[config.mk]
export PLATFORM = sky130hd
export DESIGN_NAME = seq_mult_param_flat
export DESIGN_NICKNAME = d
export VERILOG_FILES = /design/src/rtl/seq_mult_param_if.sv /design/src/rtl/seq_mult_param.sv /design/src/flat_wrapper.sv
export SDC_FILE = /design/constraint.sdc
export NUM_CORES = 1
export LEC_CHECK = 0
export ABC_AREA = 1
export CAP_MARGIN = 40
export CELL_PAD_IN_SITES_DETAIL_PLACEMENT = 0
export CELL_PAD_IN_SITES_GLOBAL_PLACEMENT = 1
export CORE_UTILIZATION = 34
export DETAILED_ROUTE_END_ITERATION = 8
export PLACE_DENSITY_LB_ADDON = 0.1
export SYNTH_ARGS = -nofsm -noshare
export SYNTH_HDL_FRONTEND = slang
export SYNTH_SLANG_ARGS = --single-unit
export TNS_END_PERCENT = 30
[constraint.sdc]
create_clock -name blif_clk_net -period 2.09 [get_ports blif_clk_net]
set_input_delay 0.209 -clock blif_clk_net [delete_from_list [all_inputs] [get_ports blif_clk_net]]
set_output_delay 0.209 -clock blif_clk_net [all_outputs]
set_load 0.05 [all_outputs]
[src/rtl/seq_mult_param_if.sv]
// Bus bundle for seq_mult_param: START/READY handshake, operands, product and counter flags.
// With SEQ_MULT_SIGNED_EN defined the bundle also carries the TC (two's-complement) select.
interface seq_mult_param_if #(
  parameter int WIDTH = 4
);
  // Handshake: START is sampled at every rising edge and is always accepted,
  // loading A/B (and TC) and restarting any operation in flight.
  // READY=1 means idle with P holding the last completed product;
  // READY=0 means busy and P shows the partial shift register.
  logic                 START;
  logic [WIDTH-1:0]     A;
  logic [WIDTH-1:0]     B;
`ifdef SEQ_MULT_SIGNED_EN
  logic                 TC;
`endif
  logic [2*WIDTH-1:0]   P;
  logic                 READY;
  logic                 CNTVCO2;
  logic                 CNTVCON2;
  logic                 state_dbg;

  modport master (
    output START, A, B,
`ifdef SEQ_MULT_SIGNED_EN
    output TC,
`endif
    input  P, READY, CNTVCO2, CNTVCON2, state_dbg
  );

  modport slave (
    input  START, A, B,
`ifdef SEQ_MULT_SIGNED_EN
    input  TC,
`endif
    output P, READY, CNTVCO2, CNTVCON2, state_dbg
  );
endinterface

[src/rtl/seq_mult_param.sv]
// Parametrised shift-add sequential multiplier, WIDTH iterations per product, one adder.
// Optional SEQ_MULT_SIGNED_EN adds the TC input and a subtract path for two's-complement products.
module seq_mult_param #(
  parameter int WIDTH = 4
) (
  input  logic              blif_clk_net,
  input  logic              blif_reset_net,
  seq_mult_param_if.slave   bus
);
  localparam int CNT_W = $clog2(WIDTH + 1);
  localparam logic [CNT_W-1:0] LAST_CNT = CNT_W'(WIDTH - 1);

  typedef enum logic {IDLE = 1'b0, BUSY = 1'b1} state_t;

  state_t             state_q, state_d;
  logic [WIDTH-1:0]   mcand_q;
  logic [WIDTH:0]     acc_q;
  logic [WIDTH-1:0]   mplr_q;
  logic [CNT_W-1:0]   cnt_q;
  logic               tc_q;
  logic               last_iter;

  logic               ext;
  logic               do_sub;
  logic [WIDTH+1:0]   acc_x;
  logic [WIDTH+1:0]   add_x;
  logic [WIDTH+1:0]   sum;

  assign last_iter = (cnt_q == LAST_CNT);

  // State register
  always_ff @(posedge blif_clk_net) begin
    if (blif_reset_net) state_q <= IDLE;
    else                state_q <= state_d;
  end

  // Next-state logic
  always_comb begin
    state_d = state_q;
    if (bus.START)                         state_d = BUSY;
    else if (state_q == BUSY && last_iter) state_d = IDLE;
  end

  // Iteration adder. acc is kept one bit wider than the operand so the signed
  // path can sign-extend; in unsigned mode its top bit stays zero.
  always_comb begin
    ext    = tc_q & mcand_q[WIDTH-1];
`ifdef SEQ_MULT_SIGNED_EN
    do_sub = tc_q & last_iter & mplr_q[0];
`else
    do_sub = 1'b0;
`endif
    acc_x  = {acc_q[WIDTH], acc_q};
    add_x  = mplr_q[0] ? {ext, ext, mcand_q} : '0;
    if (do_sub) add_x = ~add_x + {{(WIDTH+1){1'b0}}, 1'b1};
    sum    = acc_x + add_x;
  end

  always_ff @(posedge blif_clk_net) begin
    if (blif_reset_net) begin
      mcand_q <= '0;
      acc_q   <= '0;
      mplr_q  <= '0;
      cnt_q   <= '0;
      tc_q    <= 1'b0;
    end else if (bus.START) begin
      mcand_q <= bus.A;
      acc_q   <= '0;
      mplr_q  <= bus.B;
      cnt_q   <= '0;
`ifdef SEQ_MULT_SIGNED_EN
      tc_q    <= bus.TC;
`else
      tc_q    <= 1'b0;
`endif
    end else if (state_q == BUSY) begin
      // Shift {sum, mplr} right by one; sum's top bit is the carry or sign.
      acc_q  <= sum[WIDTH+1:1];
      mplr_q <= {sum[0], mplr_q[WIDTH-1:1]};
      cnt_q  <= last_iter ? '0 : cnt_q + CNT_W'(1);
    end
  end

  // Outputs
  always_comb begin
    bus.P         = {acc_q[WIDTH-1:0], mplr_q};
    bus.READY     = (state_q == IDLE);
    bus.CNTVCO2   = (state_q == BUSY) && last_iter;
    bus.CNTVCON2  = !((state_q == BUSY) && last_iter);
    bus.state_dbg = state_q;
  end
endmodule

[src/flat_wrapper.sv]
// flat-port wrapper written by rule: the top's interface ports become plain ports
module seq_mult_param_flat 
#(
  parameter int WIDTH = 4
)
  (blif_clk_net, blif_reset_net, bus_START, bus_A, bus_B, bus_P, bus_READY, bus_CNTVCO2, bus_CNTVCON2, bus_state_dbg);
  seq_mult_param_if #(.WIDTH(WIDTH)) bus_i ();
  input  logic blif_clk_net;
  input  logic blif_reset_net;
  input wire logic [$bits(bus_i.START)-1:0] bus_START;
  input wire logic [$bits(bus_i.A)-1:0] bus_A;
  input wire logic [$bits(bus_i.B)-1:0] bus_B;
  output wire logic [$bits(bus_i.P)-1:0] bus_P;
  output wire logic [$bits(bus_i.READY)-1:0] bus_READY;
  output wire logic [$bits(bus_i.CNTVCO2)-1:0] bus_CNTVCO2;
  output wire logic [$bits(bus_i.CNTVCON2)-1:0] bus_CNTVCON2;
  output wire logic [$bits(bus_i.state_dbg)-1:0] bus_state_dbg;
  assign bus_i.START = bus_START;
  assign bus_i.A = bus_A;
  assign bus_i.B = bus_B;
  assign bus_P = bus_i.P;
  assign bus_READY = bus_i.READY;
  assign bus_CNTVCO2 = bus_i.CNTVCO2;
  assign bus_CNTVCON2 = bus_i.CNTVCON2;
  assign bus_state_dbg = bus_i.state_dbg;
  seq_mult_param #(.WIDTH(WIDTH)) u_core (.blif_clk_net(blif_clk_net), .blif_reset_net(blif_reset_net), .bus(bus_i));
endmodule
## Word-level counts from Yosys, hierarchy flattened

Cells that the tools add are included.

| cells by class | value |
|---|---|
| $add $sub $neg | 2 |
| equal/unequal tests | 1 |
| multiplexer cells | 6 |
| bitwise logic cells | 1 |
| reduce and logical (&&, ||, !) cells | 5 |

Operators by type and width:

| cell | number |
|---|---|
| 2-to-1 mux 4 bit | 3 |
| adder 6 bit | 1 |
| nonzero test 2 bit | 2 |
| adder 3 x 1 -> 3 bit, second input constant | 1 |
| == test 3 x 2 -> 1 bit, second input constant | 1 |
| 2-to-1 mux 3 bit | 1 |
| 2-to-1 mux 1 bit | 2 |
| OR reduction 2 bit | 1 |
| logical AND 1 bit | 1 |
| logical NOT 1 bit | 1 |
| inverter 1 bit | 1 |

| storage, ports and cells | value |
|---|---|
| flip-flop bits (word level) | 17 |
| input bits | 11 |
| word-level logic and storage cells | 20 |

## Longest topological paths before layout

| logic depth | value |
|---|---|
| depth after elaboration | 4 |
| depth in mapped cells | 10 |
| gate-level depth less buffers | 10 |

## Worst setup path before layout

Ideal clock, no wire load.

| timing | value |
|---|---|
| kind | reg2out |
| start point | reg u_core.state_q, in the netlist u_core.bus.state_dbg |
| end point | out bus_CNTVCON2 |
| arrival time | 1,803 ps |
| slack | 78 ps |
| cell stages (with the launch flop) | 5 |
| buffers on the path | 1 |
| cell sequence | dfxtp_1 -> buf_6 -> nand2_1 -> nor2_2 -> inv_1 |

| on the way | value |
|---|---|
| longest elaborated chain between the ends | 2 |

RTL lines:

| item | RTL line | text |
|---|---|---|
| from (decl) | seq_mult_param.sv:15 | `state_t state_q, state_d;` |
| from (signal assigned) | seq_mult_param.sv:34 | `else state_q <= state_d;` |
| logical AND 1 bit | -- |  |
| named net bus_CNTVCO2 | flat_wrapper.sv:15 | `output wire logic [$bits(bus_i.CNTVCO2)-1:0] bus_CNTVCO2;` |
| logical NOT 1 bit | seq_mult_param.sv:89 | `bus.CNTVCON2 = !((state_q == BUSY) && last_iter);` |
| to (decl) | flat_wrapper.sv:16 | `output wire logic [$bits(bus_i.CNTVCON2)-1:0] bus_CNTVCON2;` |

The timed path passes the listed nets, and every way through them passes these cells.

## Worst setup path after layout

| timing | value |
|---|---|
| start point | reg u_core.mplr_q[0] |
| end point | out bus_P[0] |

RTL lines:

| item | RTL line | text |
|---|---|---|
| from (decl) | seq_mult_param.sv:18 | `logic [WIDTH-1:0] mplr_q;` |
| from (signal assigned) | seq_mult_param.sv:69 | `mplr_q <= bus.B;` |
| from (signal assigned) | seq_mult_param.sv:79 | `mplr_q <= {sum[0], mplr_q[WIDTH-1:1]};` |
| to (decl) | flat_wrapper.sv:13 | `output wire logic [$bits(bus_i.P)-1:0] bus_P;` |

No word-level cell between the ends.

==> results summary <==
The distinct cell type count after synthesis is 19. The setup violation total in the final timing report came out at 0. In this run the clock root is driven by a sky130_fd_sc_hd__clkbuf_4. The number of storage elements in the synthesis netlist is 17. The transition at the pin with the smallest max-transition slack came out at 0.502 ns. The area enclosed by the die boundary is 0.00286 sq mm. In the final routed layout, each cell accounts on average for 10.6 um. The maximum number of pins on one net before global-route repair is 14. Walking the worst path, the cells encountered are clkdlybuf4s50_1.

The clock net in this run drives a total of 17 sinks. The first-pass GRT wire length is 3.02 mm. The fraction of met3 tracks used by global routing is 5.17%. The post-layout worst setup margin came out at 0.262 ns. The total count of max-transition violations in the final report was 0. The worst hold-check path type is reg2reg. The post-synthesis to final-layout area growth came out at 26.6%. On the critical path the largest part of the delay comes from buffers and inverters. The number of antenna violations at the first check in global routing is 0. STA classifies the critical path endpoint as an output pin. The congestion estimate from routability-driven global placement came to 0.781. Derived from the worst setup path, the maximum achievable clock frequency is 0.547 GHz.

The CTS clock-pin slew for the worst setup and hold paths came out at 0.11 ns. The core utilization of the finished layout is 45.7%. Summing the sequential cell areas from Yosys gives 37.7% of the chip area.

The number of top-level pins is 23. The initial standard-cell utilization of the core is 36.1%. Counting flops with a built-in enable in the synthesized netlist gives 0.

The count of TritonRoute iterations in the first routing pass came out at 3. The initialized floorplan defines 18 standard-cell rows. The post-synthesis net count came out at 134. The remaining global-route overflow is 0. The count of port buffers added during placement is 22. The dominant synthesized flop cell is sky130_fd_sc_hd__dfxtp_1.

Prior to clock tree synthesis, the placed netlist has a worst setup slack of 0.383 ns. The cell type of the slowest stage on the worst timing path is sky130_fd_sc_hd__clkdlybuf4s50_1. The Yosys warning count came out at 0. The overall fraction of global-route tracks in use is 15.0%. In this design, the stage delay of the slowest critical-path cell is 0.86 ns.

The overall die height came out at 53.5 um. The async set or reset register ratio after synthesis is 0%. The mean post-synth cell area is 7.71 sq um. The clock latency of the later-clocked register in the worst-skew pair is 0.30 ns.

In this run the number of H-tree levels came out at 1. The region available for standard cell placement spans 0.00250 sq mm. Setup repair after global routing left no endpoint under its margin. The global routing met1 resource utilization is 18.3%. The final wirelength came out at 1.78 mm. The longest clock path from root to sink contains 2 buffers. The flow ran to the end, and the final reports show no timing, DRC or antenna violations. The peak supply drop came out at 0.000326 V.

After the first detailed-routing iteration, the DRC count stood at 17. The gate count after technology mapping is 117. Summing all placed instances gives a cell area of 0.00111 sq mm. The number of diodes added for antenna fixing came out at 0.

The number of nets still failing antenna checks after routing came out at 0. The final critical path takes up 87.4% of the cycle. The highest fanout seen on the critical path is 6. In the routed design, unresolved DRC markers number 0. The worst setup path is of the reg2out kind. Detailed placement finished with a half-perimeter wire length of 1.32 mm. The global-route track usage on met2 is 24.2%. The minimum period implied by the final worst setup slack is 1.83 ns.

In this run the most used layer during global routing was met2. At the worst endpoint, the required time is 1.88 ns. By area the synthesized netlist is led by sky130_fd_sc_hd__dfxtp_1 (38%), sky130_fd_sc_hd__nor2_1 (9.6%), sky130_fd_sc_hd__nand2_1 (8.7%), sky130_fd_sc_hd__ha_1 (6.9%), sky130_fd_sc_hd__o221ai_2 (6.7%). The post-synthesis instance area came out at 902 sq um. In the final timing run, aggregate negative setup slack is 0 ns. The overall power of the completed layout came out at 0.689 mW. The post-CTS repair timing setup buffer count is 0.

The clock tree skew after final layout is 0.0127 ns. The relative slew slack is 66.5%. The count of buffering cells on the critical path with inverters included came out at 1. The power per cell area is 603 mW/mm^2.

The worst setup path is launched from a register. The share of final-layout standard cells stronger than drive strength 1 is 12.3%. For the worst setup path, the data arrival time is 1.62 ns. The max-capacitance violation count is 0. The via density per instance is 4.64. The number of CTS-inserted buffers came out at 3.

The area share of the largest cell type after synthesis is 37.7%. Buffers inserted to repair hold after CTS numbered 0. The cell taking the most area after synthesis is sky130_fd_sc_hd__dfxtp_1. The net count of the finished layout is 156. The horizontal die dimension came out at 53.5 um. The CTS tree is yes. The leakage power figure is 0.532 nW. The number of global-route vias before repair came out at 704. The finished cells cover 0.00114 sq mm. The via total after detailed routing came out at 780.

The total count of hold-check failures in the final report is 0.
-- timing repair --
| item | in CTS | in global routing |
|---|---|---|
| setup endpoints to repair | 0 | 1 |
| resized for setup | 0 | 1 |
| endpoints found under the hold margin | 0 | 0 |
-- flip-flops by register name (all words and copies together), names as in the netlist --
register and count:
u_core.acc_q 5, u_core.bus.state_dbg 1, u_core.cnt_q 3, u_core.mcand_q 4, u_core.mplr_q 4
-- path summary, 6_finish.rpt --
| kind | slack [ns] | to | depth (start not counted) | startpoint |
|---|---|---|---|---|
| worst max register to register | 0.49 | u_core.acc_q[3] | 10 | u_core.mplr_q[0] |
| worst min-delay path | 0.48 | u_core.cnt_q[2] | 2 | u_core.cnt_q[2] |
| worst max-delay path | 0.26 | bus_P[0] | 1 | u_core.mplr_q[0] |
| worst min register to register | 0.48 | u_core.cnt_q[2] | 2 | u_core.cnt_q[2] |
-- cells in the mapped netlist, types with 2 or more instances --
cell type                   n
sky130_fd_sc_hd__o21ai_0    5
sky130_fd_sc_hd__o221ai_2   4
sky130_fd_sc_hd__nand2_1   21
sky130_fd_sc_hd__inv_1     13
sky130_fd_sc_hd__dfxtp_1   17
sky130_fd_sc_hd__inv_2      3
sky130_fd_sc_hd__a21oi_1    6
sky130_fd_sc_hd__nand3_1    7
sky130_fd_sc_hd__buf_6      2
sky130_fd_sc_hd__nor2_1    23
sky130_fd_sc_hd__buf_4      4
sky130_fd_sc_hd__ha_1       5
-- placed cells by master, fill, tap and decap left out, types with 2 or more instances in the layout --
cell and instances:
sky130_fd_sc_hd__nand2_1 21, sky130_fd_sc_hd__ha_1 5, sky130_fd_sc_hd__clkdlybuf4s50_1 20, sky130_fd_sc_hd__buf_4 2
sky130_fd_sc_hd__clkbuf_4 3, sky130_fd_sc_hd__o221ai_2 4, sky130_fd_sc_hd__o21ai_0 5, sky130_fd_sc_hd__inv_2 3
sky130_fd_sc_hd__a21oi_1 6, sky130_fd_sc_hd__nand3_1 7, sky130_fd_sc_hd__dfxtp_1 17, sky130_fd_sc_hd__inv_1 13
sky130_fd_sc_hd__nor2_1 23
-- cell type report --
cell class              count  area [sq um]
repair buffers             23           228
well taps                  30          37.5
multi-input cells          78           449
clock buffers               3          22.5
inverters                  16          60.1
flip-flops and latches     17           340
fillers                   264          1360
clock inverters             1          5.00
-- kinds of logic (layout without fill, tap and decap cells) --
group	count (synthesis)	in the layout	share of synthesized area, %
DFF	17	17	37.7
and+or+nand+nor	55	55	25.5
buffers and inverters	22	43	12.5
AOI/OAI and AO/OA	16	16	14.1
adders and majority gates	6	6	9.15
xor gates and xnor gates	1	1	0.971
-- stage by stage --
step	cells	hold WS, ns
finish	168	0.478
global route	168	0.488
CTS	168	0.460
detailed placement	164	0.465
global placement	164	0.453
floorplan	117	0.278
-- routing by layer --
| metal | routed length, um | up-vias |
|---|---|---|
| met4 | 15 | 0 |
| met5 | 0 | - |
| met1 | 936 | 344 |
| met2 | 746 | 20 |
| li1 | - | 414 |
| met3 | 82 | 2 |
-- power by group --
part           leakage (nW)  switching (mW)  internal [mW]  total (mW)
clock network        0.0177           0.110         0.0712       0.181
registers             0.140          0.0153          0.341       0.356
logic                 0.374          0.0918         0.0599       0.152
(Power assumes the default switching activity.)
